[src/rtl/order_manager.sv]
// order_manager: owns the customer order slots and the two serving windows.
// Orders spawn and age on game-second ticks. A full bowl on a window is scored
// against the most urgent order, and a clear_space pulse removes that bowl.
// All state changes on the falling edge of vsync. Reset is asynchronous.
//
// clear_space protocol: this is a fire-and-forget request with no ready
// return. clear_space[w] is high for exactly one vsync cycle per accepted
// delivery and is never 2'b11. After a pulse, window w ignores its cell for
// one more cycle so the action stage has time to remove the bowl.
module order_manager #(
  parameter int NUM_ORDERS     = 3,
  parameter int FRAMES_PER_SEC = 60,
  parameter int ORDER_SEC      = 40,
  parameter int SPAWN_SEC      = 15,
  parameter int BASE_POINTS    = 20,
  parameter int MISS_PENALTY   = 10
) (
  input  logic                         vsync,
  input  logic                         reset,
  input  logic [2:0]                   game_state,
  input  logic [7:0][12:0][3:0]        object_grid,
  output logic [1:0]                   clear_space,
  output logic [9:0]                   score,
  output logic [NUM_ORDERS-1:0]        order_active,
  output logic [NUM_ORDERS-1:0][5:0]   order_time,
  output logic [7:0]                   orders_served,
  output logic [7:0]                   orders_missed,
  output logic [3:0]                   win_state,
  output logic [5:0]                   spawn_count
);

  localparam logic [3:0]  G_BOWL_FULL  = 4'd4;
  localparam logic [2:0]  GS_START     = 3'd1;
  localparam logic [2:0]  GS_PLAY      = 3'd2;
  localparam int          SEC_W        = (FRAMES_PER_SEC > 1) ? $clog2(FRAMES_PER_SEC) : 1;
  localparam logic [SEC_W-1:0] SEC_LAST = SEC_W'(FRAMES_PER_SEC - 1);
  localparam logic [5:0]  SPAWN_RELOAD = 6'(SPAWN_SEC - 1);
  localparam logic [5:0]  ORDER_INIT   = 6'(ORDER_SEC);
  localparam logic [10:0] BASE_W       = 11'(BASE_POINTS);
  localparam logic [10:0] PEN_W        = 11'(MISS_PENALTY);
  localparam logic [10:0] SCORE_MAX    = 11'd999;

  typedef enum logic [1:0] {
    W_IDLE  = 2'd0,
    W_CLEAR = 2'd1,
    W_WAIT  = 2'd2
  } win_t;

  logic                       play;
  logic                       start;
  logic [SEC_W-1:0]           sec_q;
  logic [SEC_W-1:0]           sec_d;
  logic [5:0]                 spawn_q;
  logic [5:0]                 spawn_d;
  win_t                       win_q [2];
  win_t                       win_d [2];
  logic [1:0]                 cell_full;
  logic [1:0]                 want;
  logic [1:0]                 detect;
  logic                       any_active;
  logic                       tick;
  logic                       spawn_now;
  logic                       deliver;
  logic                       tgt_found;
  logic                       free_found;
  logic [NUM_ORDERS-1:0]      tgt_sel;
  logic [NUM_ORDERS-1:0]      spawn_sel;
  logic [5:0]                 tgt_time;
  logic [NUM_ORDERS-1:0]      active_d;
  logic [NUM_ORDERS-1:0][5:0] time_d;
  logic [2:0]                 miss_cnt;
  logic [10:0]                pen;
  logic [10:0]                sum;
  logic [10:0]                capped;
  logic [9:0]                 score_d;
  logic [7:0]                 served_d;
  logic [8:0]                 missed_sum;
  logic [7:0]                 missed_d;
  logic                       grid_unused;

  // Only the two window cells matter here; other cells belong to other stages.
  assign grid_unused = ^object_grid;

  assign play        = (game_state == GS_PLAY);
  assign start       = (game_state == GS_START);
  assign any_active  = |order_active;
  assign tick        = play && (sec_q == SEC_LAST);
  assign spawn_now   = tick && (spawn_q == 6'd0);
  assign deliver     = |detect;
  assign clear_space = {win_q[1] == W_CLEAR, win_q[0] == W_CLEAR};
  assign win_state   = {win_q[1], win_q[0]};
  assign spawn_count = spawn_q;

  // Frame and spawn countdowns advance only in PLAY.
  always_comb begin
    sec_d   = sec_q;
    spawn_d = spawn_q;
    if (play) begin
      sec_d = (sec_q == SEC_LAST) ? '0 : sec_q + 1'b1;
    end
    if (tick) begin
      spawn_d = (spawn_q == 6'd0) ? SPAWN_RELOAD : spawn_q - 6'd1;
    end
  end

  // Window detection with fixed priority: window 0 beats window 1.
  always_comb begin
    cell_full[0] = (object_grid[4][12] == G_BOWL_FULL);
    cell_full[1] = (object_grid[5][12] == G_BOWL_FULL);
    for (int w = 0; w < 2; w++) begin
      want[w] = play && any_active && cell_full[w] && (win_q[w] == W_IDLE);
    end
    detect[0] = want[0];
    detect[1] = want[1] && !want[0];
  end

  // Window FSM next state. A pulse always finishes, even if PLAY was left.
  always_comb begin
    for (int w = 0; w < 2; w++) begin
      win_d[w] = win_q[w];
      if (start) begin
        win_d[w] = W_IDLE;
      end else begin
        case (win_q[w])
          W_IDLE:  if (detect[w]) win_d[w] = W_CLEAR;
          W_CLEAR: win_d[w] = W_WAIT;
          W_WAIT:  if (play) win_d[w] = W_IDLE;
          default: win_d[w] = W_IDLE;
        endcase
      end
    end
  end

  // Pick the delivery target: the most urgent order, lowest index on a tie.
  always_comb begin
    tgt_sel   = '0;
    tgt_time  = 6'd0;
    tgt_found = 1'b0;
    for (int i = 0; i < NUM_ORDERS; i++) begin
      if (order_active[i] && (!tgt_found || (order_time[i] < tgt_time))) begin
        tgt_sel    = '0;
        tgt_sel[i] = 1'b1;
        tgt_time   = order_time[i];
        tgt_found  = 1'b1;
      end
    end
  end

  // Pick the spawn slot: the lowest slot that is free before this edge.
  always_comb begin
    spawn_sel  = '0;
    free_found = 1'b0;
    for (int i = 0; i < NUM_ORDERS; i++) begin
      if (!order_active[i] && !free_found) begin
        spawn_sel[i] = 1'b1;
        free_found   = 1'b1;
      end
    end
  end

  // Per-slot update: a delivery beats an expiry on the same edge.
  always_comb begin
    active_d = order_active;
    time_d   = order_time;
    miss_cnt = 3'd0;
    pen      = 11'd0;
    for (int i = 0; i < NUM_ORDERS; i++) begin
      if (order_active[i]) begin
        if (deliver && tgt_sel[i]) begin
          active_d[i] = 1'b0;
          time_d[i]   = 6'd0;
        end else if (tick && (order_time[i] != 6'd0)) begin
          time_d[i] = order_time[i] - 6'd1;
          if (order_time[i] == 6'd1) begin
            active_d[i] = 1'b0;
            miss_cnt    = miss_cnt + 3'd1;
            pen         = pen + PEN_W;
          end
        end
      end else if (spawn_now && spawn_sel[i]) begin
        active_d[i] = 1'b1;
        time_d[i]   = ORDER_INIT;
      end
    end
  end

  // Score and counters: add the delivery, cap, then subtract penalties.
  always_comb begin
    sum        = {1'b0, score} + (deliver ? (BASE_W + {5'd0, tgt_time}) : 11'd0);
    capped     = (sum > SCORE_MAX) ? SCORE_MAX : sum;
    score_d    = (capped > pen) ? 10'(capped - pen) : 10'd0;
    served_d   = (deliver && (orders_served != 8'hFF)) ? orders_served + 8'd1 : orders_served;
    missed_sum = {1'b0, orders_missed} + {6'd0, miss_cnt};
    missed_d   = (missed_sum > 9'd255) ? 8'hFF : missed_sum[7:0];
  end

  // Game state registers: cleared by reset or START, frozen outside PLAY.
  always_ff @(negedge vsync or posedge reset) begin
    if (reset) begin
      sec_q         <= '0;
      spawn_q       <= 6'd0;
      score         <= 10'd0;
      order_active  <= '0;
      order_time    <= '0;
      orders_served <= 8'd0;
      orders_missed <= 8'd0;
    end else if (start) begin
      sec_q         <= '0;
      spawn_q       <= 6'd0;
      score         <= 10'd0;
      order_active  <= '0;
      order_time    <= '0;
      orders_served <= 8'd0;
      orders_missed <= 8'd0;
    end else if (play) begin
      sec_q         <= sec_d;
      spawn_q       <= spawn_d;
      score         <= score_d;
      order_active  <= active_d;
      order_time    <= time_d;
      orders_served <= served_d;
      orders_missed <= missed_d;
    end
  end

  // Window FSM state registers.
  always_ff @(negedge vsync or posedge reset) begin
    if (reset) begin
      win_q[0] <= W_IDLE;
      win_q[1] <= W_IDLE;
    end else begin
      win_q[0] <= win_d[0];
      win_q[1] <= win_d[1];
    end
  end

endmodule

[config.mk]
export PLATFORM = sky130hd
export DESIGN_NAME = order_manager
export DESIGN_NICKNAME = d
export VERILOG_FILES = /design/src/rtl/order_manager.sv
export SDC_FILE = /design/constraint.sdc
export NUM_CORES = 1
export LEC_CHECK = 0
export CAP_MARGIN = 20
export CORE_AREA = 2 2 188 190
export CTS_CLUSTER_SIZE = 10
export DETAILED_ROUTE_END_ITERATION = 10
export DIE_AREA = 0 0 190 192
export GPL_ROUTABILITY_DRIVEN = 0
export GPL_TIMING_DRIVEN = 0
export PLACE_DENSITY = 0.58
export SLEW_MARGIN = 10
export SYNTH_ARGS = -nofsm -noshare
export SYNTH_HDL_FRONTEND = slang
export SYNTH_SLANG_ARGS = --single-unit
[constraint.sdc]
create_clock -name vsync -period 7.4 [get_ports vsync]
set_clock_uncertainty 0.05 [all_clocks]
set_input_delay 1.85 -clock vsync [delete_from_list [all_inputs] [get_ports vsync]]
set_output_delay 1.85 -clock vsync [all_outputs]
set_load 0.02 [all_outputs]
# == Yosys cells after proc, flatten, opt, wreduce, memory -nomap -nowiden ==
# Index checks and enable logic that the tools add are counted.
# totals
regBits,63
wordCells,193
# classes
reduce_logical,51
magnitude_cmp,5
eq_ne,20
mux,92
addsub,14
# op_table
cell,count
$mux 6,22
$mux 11,9
$mux 8,6
$mux 18,2
$mux 3,12
$mux 10,3
$mux 1,26
$sub 6x1->6 const B,4
$add 11x4->11 const B,2
$logic_and 1x1->1,22
$eq 6x1->1 const B,3
$reduce_bool 6->1,3
$mux 4,4
$lt 6x6->1,2
$ne 3x3->1 const B,4
$ne 4x1->1 const B,3
$pmux 2 s3,2
$add 10x7->11,1
$gt 11x10->1 const B,1
$gt 11x11->1,1
$mux 2,5
$sub 10x10->10,1
$add 8x3->9,1
$gt 9x8->1 const B,1
22 further kinds,42

# == Logic depth before layout (Yosys ltp) ==
# logic_depth
word_depth,27
depth_mapped,39
mapped_depth_nobuf,35

==> reports/metrics.cfg <==
[grt]
grt_start_max_net_pins = 50
track_usage = 0.0929
grt_pass1_wl_um = 27000
antenna_found_initial = 0
grt_pass1_vias = 4845
overflow = 0

[drt]
wl_per_cell_um = 14.5
dr.first_iter.drc_count = 311
vias = 5081
antenna_left = 0
vias_per_cell = 4.28
routed_wl_um = 17200
dr.pass1.iters = 5
drcViolationCount = 0

[yosys]
syn_nets = 1061
synthAdderAreaFrac = 0.112
synthFlopType = dfrtn_1
synth_edf_count = 0
syn_inst = 597
synth_mux_area_frac = 0.0226
synth_top_area_frac = 0.316
yosys.area.top_type = dfrtn_1
synth_seq_cells = 63
synth_cell_types = 73
async_flop_share = 1.00
syn_avg_cell_area_um2 = 8.36
syn-cell-area_um2 = 4990
yosysWarnings = 0
synthXorXnorAreaFrac = 0.0369
synthTopCellsByArea = dfrtn_1, ha_1, a21oi_1
yosysSeqAreaShare = 0.316
synth_top_family_by_area = simple AND/OR/NAND/NOR gates
synth-compound-area-share = 0.232
yosys.area_share.simple = 0.240

[clock_tree]
clk_pin_slew_ps = 40
ctsRootBufferMaster = clkbuf_16
numCtsBuffers = 9
cts_hold_buf = 0
clock_path_buffers = 2
cts_htree_levels = 3
clkLatencyLatePin_ps = 350
cts_tree = yes
clock-sinks = 63

[timing]
worstMarginPinSlew_ps = 993
slew_viol_final = 0
setup_viol = 18
hold_ws_ps = 415
relSlewSlack = 0.329
rsz0062_at_grt = yes
fin_ws_ps = -2800
finalHoldViolations = 0

[power]
p_per_area_nw_per_um2 = 117
worst_ir_drop_vdd_mv = 0.106
p_leak_uw = 0.00289

[place]
preCtsSetupSlack_ps = -4090
dp_hpwl_um = 12500
placedCellCount = 1124
portBuffers = 71

[worst_setup_path]
regToRegEndpoint = score[7]
path_class = input pin to flip-flop
reg2reg_slack_ps = -1830
cp-start-kind = input pin
worstPathCellList = buf_6 -> nor4_4 -> nand3b_1 -> a21o_4 -> a311oi_4 -> ha_2 -> inv_2 -> fa_2 -> nand2b_4 -> a2111oi_4 -> a311oi_4 -> a211o_1 -> o31ai_4 -> buf_4 -> nor3_2 -> ha_1 -> nand4_1 -> nor3b_2 -> o2111a_1 -> o22ai_2 -> o31ai_4 -> buf_6 -> o221ai_2
r2r.worst_path.cells = 36
r2r-start = order_active[0]
endpoint_kind = flip-flop
arrival_ps = 6640
max_stage_delay_ps = 400
worst-path-max-fanout = 6
slowest_stage = a2111oi_4
crit_required_ps = 3840

[final_layout]
drive_gt1_frac = 0.219
final_core_util = 0.216
fin_nets = 1191
fin_cells = 1186
synthToLayoutAreaGrowth_pct = 48.2
layout_common_cells = dfrtn_1, clkdlybuf4s50_1, nor2_1
n_antenna_cell = 0
fillers = 3720
layout_commonest_cell = dfrtn_1

[floorplanning]
start_util = 0.145
die-area_um2 = 36500
core-area_um2 = 34300
ios = 480
die_h_um = 192
fp.dieW_um = 190
num_rows = 68

[hold_path]
min_path_cells = 2
whs_endpoint = sec_q[5]
worstHoldStart = sec_q[5]
hp-class = flip-flop to flip-flop

[run]
maxCapViolations = 0

[status]
violations = setup timing
outcome = finished with violations

[synth_stat cells, types with 4 or more instances]
cell      number
and2_1         7
ha_1          40
inv_1         30
nand3b_1       5
nand3_1       22
nor3_1        20
o211ai_1       4
a21o_1         8
nor2b_1       12
nor4_1         4
a311oi_1       8
nor3b_1        5
mux2_2         6
o21ai_0       36
nand2b_1       9
a22o_1         4
and3_1        11
xor2_1         7
clkbuf_1      14
nor2_1        59
o21a_1         4
or3_1          6
a211oi_1       9
a31oi_1        6
nand4_1        9
nand2_1       55
xnor2_1       14
o31ai_1        7
dfrtn_1       63
a21oi_1       48
[critical path: cells and delay by family]
| family | cells | cell delay [ps] |
|---|---|---|
| adder cells (fa/ha/maj) | 3 | 940 |
| AO/OA/AOI/OAI | 10 | 2370 |
| AND/OR/NAND/NOR | 6 | 1000 |
| buffers and inverters | 4 | 480 |
[logic make-up after synthesis]
logic type,after synthesis
and+or+nand+nor,237
AOI/OAI and AO/OA,173
DFF,63
buffers and inverters,50
adders and majority gates,43
xor gates and xnor gates,21
muxes,10
[per-layer routing]
layer / GRT usage / wire [µm]
met5: 0 / 0
met2: 0.148 / 8190
met4: 0.0253 / 189
met1: 0.124 / 7870
met3: 0.0239 / 956
[where the power goes]
part / internal (µW) / switching (µW)
Sequential: 353 / 7.52
Combinational: 25.9 / 36.0
Clock: 277 / 163
[how the worst max path moves through the flow]
stage	start	endpoint	slack, ps	depth (start not counted)
final	object_grid[309]	score[7]	-2800	23
after global routing	object_grid[256]	score[7]	-2980	23
after CTS	object_grid[256]	score[7]	-2820	26
after detailed placement	game_state[2]	score[4]	-4090	25
after global placement	game_state[2]	score[7]	-4050	25
after floorplan	game_state[2]	score[7]	-2710	24
[through the flow]
step	power, µW	setup TNS, ps	area [µm²]
after floorplan	394	-36610	5110
after global placement	420	-139880	6390
after detailed placement	423	-77760	6420
after CTS	867	-38400	7130
after global routing	893	-41230	7390
final	862	-38110	7390
[timing repair]
action / in CTS / in global routing
endpoints found under the setup margin: 47 / 24
pin swaps: 40 / 27
buffers inserted: 34 / 14
resized for setup: 77 / 37
[flip-flops by register name, indices dropped and copies added (netlist names)]
signal and cells:
order_active 3, order_time 18, orders_missed 8, orders_served 8
score 10, sec_q 6, spawn_count 6, win_state 4
[final cells by class]
type / count / area, µm² / area share
multi-input combinational: 484 / 3640 / 0.492
sequential: 63 / 1580 / 0.213
timing repair buffer: 120 / 1110 / 0.150
tap: 455 / 569 / 0.0770
clock buffer: 12 / 256 / 0.0347
inverter: 31 / 119 / 0.0161
buffer: 18 / 85.1 / 0.0115
clock inverter: 3 / 42.5 / 0.00575
Note: power is estimated with default switching activity, not from simulation.
